**src/rtl/jtshouse_scr_mmr.sv**
```systemverilog
// Scroll-layer memory-mapped register file: 32 CPU-writable bytes decoded into
// scroll offsets, palette banks, priorities and layer-disable flags.
module jtshouse_scr_mmr (
  input  logic        clk,
  input  logic        rst,
  input  logic        cs,
  input  logic [4:0]  addr,
  input  logic        rnw,
  input  logic [7:0]  din,
  output logic [7:0]  dout,
  output logic [63:0] hscr,
  output logic [63:0] vscr,
  output logic [17:0] pal,
  output logic [17:0] prio,
  output logic [5:0]  enb,
  input  logic [4:0]  ioctl_addr,
  output logic [7:0]  ioctl_din,
  input  logic [7:0]  debug_bus,
  output logic [7:0]  st_dout
);

  logic [7:0] regs_q [0:31];
  logic [7:0] regs_d [0:31];
  logic       unused_dbg;

  always_comb begin
    regs_d = regs_q;
    if (cs && !rnw) regs_d[addr] = din;
  end

  // Reset clears the whole file and wins over a coincident CPU write.
  always_ff @(posedge clk) begin
    if (rst) begin
      for (int k = 0; k < 32; k++) regs_q[k] <= 8'h00;
    end else begin
      regs_q <= regs_d;
    end
  end

  assign dout       = regs_q[addr];
  assign ioctl_din  = regs_q[ioctl_addr];
  assign st_dout    = regs_q[debug_bus[4:0]];
  assign unused_dbg = ^debug_bus[7:5];

  // Scroll words are big-endian byte pairs; layer attribute bytes live at 0x10/0x18.
  always_comb begin
    hscr = '0;
    vscr = '0;
    pal  = '0;
    prio = '0;
    enb  = '0;
    for (int i = 0; i < 4; i++) begin
      hscr[16*i +: 16] = {regs_q[4*i],   regs_q[4*i+1]};
      vscr[16*i +: 16] = {regs_q[4*i+2], regs_q[4*i+3]};
    end
    for (int j = 0; j < 6; j++) begin
      prio[3*j +: 3] = regs_q[16+j][2:0];
      enb[j]         = regs_q[16+j][3];
      pal[3*j +: 3]  = regs_q[24+j][2:0];
    end
  end

endmodule

```
**config.mk**
```make
export PLATFORM = sky130hd
export DESIGN_NAME = jtshouse_scr_mmr
export DESIGN_NICKNAME = d
export VERILOG_FILES = /design/src/rtl/jtshouse_scr_mmr.sv
export SDC_FILE = /design/constraint.sdc
export NUM_CORES = 1
export LEC_CHECK = 0
export CORE_ASPECT_RATIO = 1.4
export CORE_MARGIN = 3
export CORE_UTILIZATION = 45
export DETAILED_ROUTE_END_ITERATION = 16
export GPL_ROUTABILITY_DRIVEN = 1
export HOLD_SLACK_MARGIN = 0.1
export PLACE_DENSITY = 0.81
export SLEW_MARGIN = 25
export SYNTH_ARGS = -nofsm -noshare
export SYNTH_HDL_FRONTEND = slang
export SYNTH_SLANG_ARGS = --single-unit
```
**constraint.sdc**
```tcl
create_clock -name clk -period 2.5 [get_ports clk]
set_input_delay 0.5 -clock clk [delete_from_list [all_inputs] [get_ports clk]]
set_output_delay 0.5 -clock clk [all_outputs]
set_load 0.02 [all_outputs]
```
==> flow_summary.ini <==
[route]
ant_nets = 0
drt-vias-per-instance = 7.262
firstDrtPassIters = 6
wirelength_microns = 78200
dr_wl_met3_microns = 10450
drt_iter0_drc = 3342
routed.top_layer = met4
drc = 0
vias = 17901
wirelength_met1_microns = 24180
routedWlPerCell_microns = 31.73
wl_met2_microns = 35020

[final_layout]
diodes = 0
num-nets-final = 2010
area_growth_pct = 35.33
fillers = 2733
drive_gt1_frac = 0.4369

[timing]
setup_viol = 24
finalSetupTns_ns = -7.411
skew_ns = 0
rsz0062_at_grt = yes
period_share = 1.172
slew_headroom = 0.5945
worstMarginPinSlew_ns = 0.6050
postLayoutSetupSlackWorst_ns = -0.4290
slew_viol_final = 0
max_freq_ghz = 0.3414
hold_viol = 0
fin_crit_ns = 2.929

[logic_synthesis]
yosysWarnings = 0
postSynthCellCount = 1722
synth_seq_area_share = 0.3029
synth_largest_area_cell = dfxtp_1
ys_ff_latch = 256
ys_top_cells_by_area = dfxtp_1 (30%), mux4_2 (30%), buf_4 (7.9%)
synth.distinct_cells = 26
syn_area_sq_mm = 0.01692
yosys.area.top_type_share = 0.3029
synth_area_per_cell_sq_um = 9.826
synthesis.nets = 1752

[clock_network]
cts_max_level = 1
clkLatencyLatePin_ns = 0.55
cts_sinks = 256
cts_hold_buf = 0
cts_max_path_buffers = 3
cts.clk_slew.worst_paths_ns = 0.07
cts_tree = yes
clock_tree.root_cell = clkbuf_16
numCtsBuffers = 25

[setup_path]
crit_fanout = 3
crit_required_ns = 2.00
critPathLaunchType = flop
critPathCaptureType = primary output
crit_type = reg -> out
cp.arrival_ns = 2.43

[placement]
gp_congestion = 1.037
io_buffers = 220
dpl.hpwl_microns = 52670
post-place-ws_ns = -0.7864

[global_route]
track_usage = 0.3723
grt_pass1_vias = 17196
antenna_found_initial = 0
grt.overflow.total = 0
grt_first_pass_wirelength_microns = 112700
grt_max_degree = 91

[pwr]
p_total_mw = 9.740
p_leak_nw = 8.071
p_sw_frac = 0.2628
p_switching_mw = 2.560
internal-power_mw = 7.180
clkPwrFrac = 0.442
p_per_area_mw_per_mm2 = 425.4
power_frac_seq = 0.420
ir_drop_v = 0.0004547
power_frac_comb = 0.137

[floorplan]
rows = 83
die_area_sq_mm = 0.04000
coreArea_sq_mm = 0.03687
die_x_microns = 169.9
io-pin-count = 224
dieHeight_microns = 235.4
start_util = 0.4590

[flow_run]
maxCapViolations = 0

[status]
outcome = complete, but fails checks
failed_checks = setup timing

[worst_hold_path]
hold_class = in -> reg
worst paths after layout:
check | start | to | slack [ns] | cells past startpoint
worst max-delay path | vscr[44] | dout[4] | -0.43 | 5
worst min-delay path | rst | enb[4] | 0.20 | 2
worst max register to register | vscr[47] | vscr[47] | 1.48 | 3
worst min register to register | regs_q[7] | regs_q[7] | 0.51 | 2
cells in the mapped netlist:
cell type  number
nor4b_1         1
a22oi_1        32
buf_2          23
clkbuf_1      155
and3b_1         3
mux4_2        224
buf_1          30
and3_1          1
nand4b_1        1
or3_1           1
buf_4         178
nand4_1         8
or3b_2          3
mux2_2         16
a21oi_1       256
nand3b_1        3
and4b_1         1
nor3_1          1
nor3b_1         3
nor4bb_1        2
buf_6           8
nand3_1       257
or4b_2          1
dfxtp_1       256
nand4bb_1       2
o21ai_0       256
layout by cell type, fill, tap and decap left out, drive strengths merged:
cell and count:
dfxtp 256, nand3 257, nor3b 3, and4b 1
clkbuf 38, clkdlybuf4s50 186, nor4b 1, nand4b 1
nand3b 3, and3 1, dlygate4sd2 2, nor3 1
nand4 8, a21oi 256, nor4bb 2, a22oi 32
or3b 3, mux4 224, or4b 1, buf 435
or3 1, clkinv 3, clkinvlp 1, and3b 3
bufinv 5, mux2 16, nand4bb 2, o21ai 256
cells by family (layout without fill, tap and decap cells):
logic type	count (synthesis)	in the layout	synth area share
mux	240	240	0.3088
flops	256	256	0.3029
simple gates	288	288	0.09051
compound gates	544	544	0.1656
buf+inv	394	670	0.1321
routing by layer:
metal | track usage | vias to the layer above
li1 | - | 6931
met1 | 0.4357 | 8596
met2 | 0.5835 | 1825
met3 | 0.08987 | 549
met4 | 0.2879 | 0
met5 | 0 | -
sequential cells by signal, summed over array words and instances (netlist names):
signal	count
enb	6
prio	18
pal	18
hscr	64
vscr	64
regs_q	86
power groups by stage:
stage / Clock, mW / Combinational (mW) / Sequential (mW)
after floorplan: 0 / 0.689 / 4.20
after global placement: 0 / 1.15 / 4.21
after global routing: 4.43 / 1.36 / 4.09
final: 4.31 / 1.34 / 4.09
after CTS: 4.27 / 1.24 / 4.09
after detailed placement: 0 / 1.16 / 4.21
critical path, stage by stage (launching register included):
cell and delay [ns]:
dfxtp_4 0.37, buf_6 0.12, mux4_2 0.56, a22oi_2 0.22, nand4_1 0.31, buf_4 0.28
stage by stage:
stage	cells	util	hold WS (ns)	instance area [sq um]
final	2465	0.6211	0.2008	22900
after floorplan	1722	-	0.4702	17170
after detailed placement	2387	0.5666	0.5000	20890
after CTS	2454	0.6104	0.1911	22500
after global routing	2465	0.6211	0.2052	22900
after global placement	2387	0.5666	0.4876	20890
area by class of cell:
type                            instances  area (sq um)  share of cell area
Multi-Input combinational cell       1072          9822              0.4290
Timing Repair Buffer                  625          6257              0.2733
Sequential cell                       256          5324              0.2325
Clock buffer                           36         737.0             0.03219
Tap cell                              467         584.3             0.02552
Clock inverter                          9         172.7            0.007541
repair_timing:
item                                    in CTS  in global routing
setup buffers                               19                 10
cloned                                       6                  1
endpoints found under the setup margin      24                 24
resized for setup                          281                100
pin swaps                                   15                 17
(Power assumes the default switching activity.)
